File: src/rtl/iop_dmem_responder.sv
// iop_dmem_responder: IOP408 data-port responder with a one-entry posted write buffer and bus timeout
module iop_dmem_responder #(
  parameter int AW      = 21,
  parameter int DW      = 8,
  parameter int TIMEOUT = 255
) (
  input  logic          sysclk,
  input  logic          sysrst,
  input  logic          iop_read,
  input  logic          iop_write,
  input  logic [AW-1:0] IOPRADDR,
  input  logic [AW-1:0] IOPWADDR,
  input  logic [DW-1:0] IOPWDATA,
  output logic [DW-1:0] IOPRDATA,
  output logic          IOPRWAIT,
  output logic          IOPWWAIT,
  output logic          bus_req,
  output logic          bus_we,
  output logic [AW-1:0] bus_addr,
  output logic [DW-1:0] bus_wdata,
  input  logic [DW-1:0] bus_rdata,
  input  logic          bus_ack,
  output logic          err
);
  localparam int TW = $clog2(TIMEOUT + 1);
  // the TIMEOUT-th consecutive unacked cycle is the last one bus_req is held
  localparam logic [TW-1:0] T_LAST = TW'(TIMEOUT - 1);
  typedef enum logic [1:0] {IDLE, WR_BUS, RD_BUS, RD_DONE} state_t;
  state_t        state, state_nx;
  logic          wbuf_full, wr_acc, on_bus, expired, bus_end;
  logic [AW-1:0] wbuf_addr, rd_addr;
  logic [DW-1:0] wbuf_data;
  logic [TW-1:0] timer;
  assign wr_acc    = iop_write & ~wbuf_full;
  assign on_bus    = (state == WR_BUS) || (state == RD_BUS);
  assign expired   = on_bus & ~bus_ack & (timer == T_LAST);
  assign bus_end   = on_bus & (bus_ack | expired);
  // stalls are forced low while reset is asserted so the core sees a quiet port
  assign IOPWWAIT  = sysrst & iop_write & wbuf_full;
  assign IOPRWAIT  = sysrst & iop_read & (state != RD_DONE);
  assign bus_req   = on_bus;
  assign bus_we    = state == WR_BUS;
  assign bus_addr  = (state == WR_BUS) ? wbuf_addr : (state == RD_BUS) ? rd_addr : '0;
  assign bus_wdata = (state == WR_BUS) ? wbuf_data : '0;
  // next state: a write being accepted or already buffered beats a read (RAW ordering)
  always_comb begin
    state_nx = state;
    state_nx = (state == IDLE)    ? ((wbuf_full | wr_acc) ? WR_BUS : iop_read ? RD_BUS : IDLE) :
               (state == RD_DONE) ? IDLE :
               bus_end            ? ((state == RD_BUS) ? RD_DONE : IDLE) : state;
  end
  // state register
  always_ff @(posedge sysclk or negedge sysrst)
    if (!sysrst) state <= IDLE;
    else state <= state_nx;
  // posted write buffer: fill on accept, free when its bus write acks or is abandoned
  always_ff @(posedge sysclk or negedge sysrst)
    if (!sysrst) begin
      wbuf_full <= 1'b0;
      wbuf_addr <= '0;
      wbuf_data <= '0;
    end else if (wr_acc) begin
      wbuf_full <= 1'b1;
      wbuf_addr <= IOPWADDR;
      wbuf_data <= IOPWDATA;
    end else if (state == WR_BUS && bus_end) begin
      wbuf_full <= 1'b0;
    end
  // read address latch, read data return, bus timer and sticky timeout flag
  always_ff @(posedge sysclk or negedge sysrst)
    if (!sysrst) begin
      rd_addr  <= '0;
      IOPRDATA <= '0;
      timer    <= '0;
      err      <= 1'b0;
    end else begin
      if (state == IDLE && state_nx == RD_BUS) rd_addr <= IOPRADDR;
      timer <= (on_bus && state_nx == state) ? timer + 1'b1 : '0;
      if (state == RD_BUS && bus_ack) IOPRDATA <= bus_rdata;
      else if (state == RD_BUS && expired) IOPRDATA <= '1;
      if (expired) err <= 1'b1;
    end
endmodule
File: config.mk
export PLATFORM = sky130hd
export DESIGN_NAME = iop_dmem_responder
export DESIGN_NICKNAME = d
export VERILOG_FILES = /design/src/rtl/iop_dmem_responder.sv
export SDC_FILE = /design/constraint.sdc
export NUM_CORES = 1
export LEC_CHECK = 0
export ABC_CLOCK_PERIOD_IN_PS = 2600
export CORE_AREA = 8 8 92 94
export CTS_CLUSTER_SIZE = 12
export DETAILED_ROUTE_END_ITERATION = 16
export DIE_AREA = 0 0 100 102
export PLACE_DENSITY_LB_ADDON = 0.2
export SYNTH_ARGS = -nofsm -noshare
export SYNTH_HDL_FRONTEND = slang
export SYNTH_SLANG_ARGS = --single-unit
File: constraint.sdc
create_clock -name sysclk -period 2.6 [get_ports sysclk]
set_input_delay 0.39 -clock sysclk [delete_from_list [all_inputs] [get_ports sysclk]]
set_output_delay 0.39 -clock sysclk [all_outputs]
set_load 0.01 [all_outputs]
== After elaboration in Yosys (flattened, before gate mapping) ==
Cells that the tools add are included.
Cells by class
  add/sub/neg operators: 1
  eq/ne operators: 7
  muxes and demuxes: 14
  bitwise gates (word level): 12
  reduce and logical (&&, ||, !) cells: 9
Operator list (number)
  21-bit two-way mux: 2
  8-bit two-way mux: 4
  2-bit two-way mux: 6
  8-bit by 1-bit adder with 8-bit output, second input constant: 1
  1-bit bitwise AND: 8
  8-bit equality test, second input constant: 1
  2-bit equality test, second input constant: 3
  1-bit logical AND: 5
  2-bit nonzero test: 2
  2-bit by 1-bit equality test with 1-bit output, second input constant: 1
  2-bit equality test: 1
  2-bit logical NOT: 1
  1-bit two-way mux: 2
  2-bit != test, second input constant: 1
  1-bit inverter: 2
  1-bit OR: 2
  1-bit logical OR: 1
Storage, ports and cells
  register bits: 70
  output and inout port bits: 42
  word-level logic and storage cells: 51

== Logic depth before layout (Yosys ltp) ==
  depth in word-level cells: 12
  gate-level depth with buffers: 7
  depth with buffers taken out: 6

== Least setup slack after synthesis ==
No wires, ideal clock.
  kind: register to register
  start point: register state[0]
  end point: register timer[2]
  arrival time: 2.017 ns
  data required time: 2.514 ns
  setup slack: 0.496 ns
  cell stages (with the launch flop): 8
  buffers on the path: 1
  cell sequence: dfrtp_1 -> inv_1 -> ha_1 -> nor4bb_1 -> clkbuf_1 -> or3_1 -> a221o_1 -> nor3_1
Between the ends
  cells in the longest elaborated chain, start to end: 12
RTL lines
  start, declared: RTL line 29  | state_t state, state_nx;
  start signal, assigned: RTL line 55  | else state <= state_nx;
  2-bit by 1-bit equality test with 1-bit output or 2-bit equality test (tied branches): RTL line 35, 50
  1-bit logical OR: RTL line 35  | assign on_bus = (state == WR_BUS) || (state == RD_BUS);
  1-bit bitwise AND (2 in a row): RTL line 36  | assign expired = on_bus & ~bus_ack & (timer == T_LAST);
  1-bit OR: RTL line 37  | assign bus_end = on_bus & (bus_ack | expired);
  1-bit bitwise AND: RTL line 37
  2-bit two-way mux: RTL line 50  | bus_end ? ((state == RD_BUS) ? RD_DONE : IDLE) : state;
  2-bit two-way mux: RTL line 49  | (state == RD_DONE) ? IDLE :
  2-bit two-way mux: RTL line 48  | state_nx = (state == IDLE) ? ((wbuf_full | wr_acc) ? WR_BUS : iop_read ? RD_BUS : IDLE) :
  2-bit equality test: RTL line 78  | timer <= (on_bus && state_nx == state) ? timer + 1'b1 : '0;
  1-bit logical AND (*): RTL line 78
  8-bit two-way mux (*): RTL line 78
  end signal, assigned: RTL line 78
  end, declared: RTL line 33  | logic [TW-1:0] timer;
Every way passes the cells marked *; elsewhere a longest branch is shown, timed or not.
A chain may end at the register's enable or synchronous reset.

== Worst setup path in the final report ==
  start point: register state[1]
  end point: output bus_addr[7]
Between the ends
  cells in the longest elaborated chain, start to end: 3
RTL lines
  2-bit equality test: RTL line 43  | assign bus_addr = (state == WR_BUS) ? wbuf_addr : (state == RD_BUS) ? rd_addr : '0;
  21-bit two-way mux: RTL line 43
  21-bit two-way mux (*): RTL line 43
  end, declared: RTL line 19  | output logic [AW-1:0] bus_addr,
Marks and branches as above.

==> impl_metrics.py <==
metrics = {
    "outcome": {
        "status": "complete, no violations",
    },
    "global_route": {
        "grt_use_met1": 0.182,
        "grt_start_max_net_pins": 71,
        "grt_first_pass_wirelength_um": 12300,
        "use_met2": 0.254,
        "overflow": 0,
        "grt_antenna_before_repair": 0,
        "first_global_vias": 2462,
        "met3_usage": 0.0504,
        "grt_usage": 0.156,
        "grt.busiest_layer": "met2",
    },
    "setup_path": {
        "worstPathRequired_ps": 2210,
        "worstPathArrival_ps": 2120,
        "path_max_fanout": 19,
        "timing_worst_setup_path_type": "reg -> out",
        "setup.worst_path.start_class": "flop",
        "endpoint_kind": "primary output",
    },
    "pwr": {
        "p_leak_nw": 2.03,
        "pwr-share-clk": 0.191,
        "power_mw": 4.76,
        "power.share.switching": 0.317,
        "p_int_mw": 3.25,
        "ir_worst_vdd_mv": 0.531,
        "powerDensity_mw_per_mm2": 1040,
        "power_frac_seq": 0.390,
        "comb_power_share": 0.419,
        "p_sw_mw": 1.51,
    },
    "sta": {
        "tns_ps": 0,
        "post-route-period-util": 0.964,
        "final.setup.worst_slack_ps": 93.1,
        "slew_viol_final": 0,
        "fmax_mhz": 399,
        "layout_min_cycle_time_ps": 2510,
        "setup_viol": 0,
        "worst_hold_slack_ps": 268,
        "slew_headroom": 0.418,
        "rsz0062_at_grt": "no",
        "worstMarginPinSlew_ps": 873,
        "fin_skew_ps": 9.44,
        "hold_viol_final": 0,
    },
    "clocking": {
        "ctsHoldBuffers": 0,
        "cts.sink_count": 70,
        "cts_buffers": 9,
        "cts_buffer_depth": 2,
        "cts_tree": "built",
        "path_clk_slew_ps": 80,
        "worstSkewPairLatency_ps": 340,
        "root_buffer": "clkbuf_8",
        "htree_levels": 3,
    },
    "yosys": {
        "synth_edf_count": 0,
        "syn_area_per_cell_um2": 13.4,
        "synth-seq-area-share": 0.569,
        "netlist_area_mm2": 0.00308,
        "synth_seq_cells": 70,
        "yosysUniqueCellTypes": 30,
        "syn-num-nets": 300,
        "synth_top_area_share": 0.569,
        "synth_warnings": 0,
        "syn_inst": 230,
        "synth_area_leader_cell": "dfrtp_1",
        "synth.area.top_cells": "dfrtp_1, mux2_1, a22o_1, ha_1, o22a_1",
        "async_reset_ff_frac": 1.00,
        "synth_ff_type": "dfrtp_1",
    },
    "cells_and_area": {
        "final_nets": 413,
        "final_core_util": 0.646,
        "seqCellArea_mm2": 0.00175,
        "multiInputGateArea_mm2": 0.00130,
        "nFillCells": 600,
        "num_antenna_cells": 0,
        "drive_above_1_share": 0.0977,
        "area_delta_synth_final_pct": 48.1,
    },
    "detailed_routing": {
        "vias_per_cell": 5.05,
        "wirelength_um": 7730,
        "route.detailed.drc": 0,
        "num_vias": 2256,
        "final_antenna_net_count": 0,
        "wire_per_inst_um": 17.3,
        "drt_iter0_markers": 62,
        "drt-pass1-iter-count": 4,
    },
    "floorplanning": {
        "dieHeight_um": 102,
        "row_count": 31,
        "core-area_mm2": 0.00706,
        "io_pins": 105,
        "start_util": 0.436,
        "dieArea_mm2": 0.0102,
        "die_w_um": 100,
    },
    "placed_design": {
        "io_buffers": 104,
        "gp_congestion": 0.755,
        "dpl.hpwl_um": 5410,
        "pre_cts_ws_ps": 276,
    },
    "job": {
        "maxCapViolCount": 0,
    },
    "worst_hold_path": {
        "min_path_type": "in -> async",
    },
}
metrics by stage:
step           cell area [um2]  instances
6_report                  4560        447
5_1_grt                   4560        447
4_1_cts                   4500        443
3_5_place_dp              4280        426
3_3_place_gp              4280        426
2_1_floorplan             3080        230
power groups by stage:
stage                     clock network (mW)  registers (mW)  logic (mW)
after floorplan                            0            1.81        1.01
after global placement                     0            1.85        1.95
after detailed placement                   0            1.87        1.98
after CTS                              0.927            1.86        2.00
after global routing                   0.974            1.92        2.15
final                                  0.908            1.86        1.99
critical path, stage by stage, from the launching register on:
cell and delay [ps]:
dfrtp_2 410, inv_1 80, ha_1 260, nor2b_4 180, buf_12 160, a22o_1 140
clkdlybuf4s50_1 530
timing repair:
item / 4_1_cts / 5_1_grt
buffers inserted: 1 / 4
endpoints found under the setup margin: 23 / 27
gates resized for setup: 6 / 10
pin swaps: 0 / 0
state kept, by name, indices dropped and copies added (netlist names):
register and flops:
wbuf_addr 21, IOPRDATA 8, rd_addr 21, wbuf_data 8, err 1, wbuf_full 1
timer 8, state 2
layout by cell type (no fill, tap or decap), drive strengths merged, types with 2 or more instances in the layout:
master	count
ha	7
xor2	5
and3	3
xnor2	2
nor3	8
o22a	8
o21ai	3
dlymetal6s2s	6
a22o	21
clkbuf	11
nor2	5
nand3	5
dfrtp	70
nand2	4
mux2	50
a31oi	2
dlygate4sd2	2
nor2b	4
inv	4
clkdlybuf4s50	95
buf	11
clkinv	2
and2	8
synthesized netlist by cell type, types with 3 or more instances:
cell type and n:
buf_2 3, xor2_1 5, dfrtp_1 70, and3_1 3
nor2b_1 4, inv_1 3, nand2_1 4, nor3_1 8
clkbuf_1 7, nor2_1 5, o21ai_0 3, nand3_1 5
ha_1 7, a22o_1 21, and2_1 8, mux2_1 50
o22a_1 8
per-layer routing:
metal  vias to the layer above  part of all wire
met2                        70              0.47
met1                      1108              0.44
met5                         -                 0
met4                         0             0.020
li1                       1064                 -
met3                        14             0.068
logic make-up after synthesis:
| family | Yosys count | share of synthesized area |
|---|---|---|
| buffers and inverters | 15 | 0.0195 |
| XOR/XNOR | 7 | 0.0199 |
| multiplexers | 51 | 0.186 |
| AND/OR/NAND/NOR | 43 | 0.0776 |
| AO/OA/AOI/OAI | 37 | 0.0996 |
| adder cells (fa/ha/maj) | 7 | 0.0284 |
| flip-flops | 70 | 0.569 |
path summary, 6_finish.rpt:
kind                                    start  cells after the start  slack (ps)                      end
setup / recovery           state[1]$_DFF_PN0_                      6          90              bus_addr[7]
hold / removal                         sysrst                      2         270  IOPRDATA[3]$_DFFE_PN0P_
setup reg to reg           state[0]$_DFF_PN0_                      6         460       timer[3]$_DFF_PN0_
hold reg to reg               err$_DFFE_PN0P_                      1         470          err$_DFFE_PN0P_
max in group asynchronous              sysrst                      2        1700       state[1]$_DFF_PN0_
min in group sysclk           err$_DFFE_PN0P_                      1         470          err$_DFFE_PN0P_
area by class of cell:
type,count,share of cell area
flip-flops and latches,70,0.385
multi-input cells,145,0.285
repair buffers,114,0.255
clock buffers,11,0.0332
well taps,99,0.0272
clock inverters,5,0.0123
inverters,3,0.00247
Note: power is estimated with default switching activity, not from simulation.
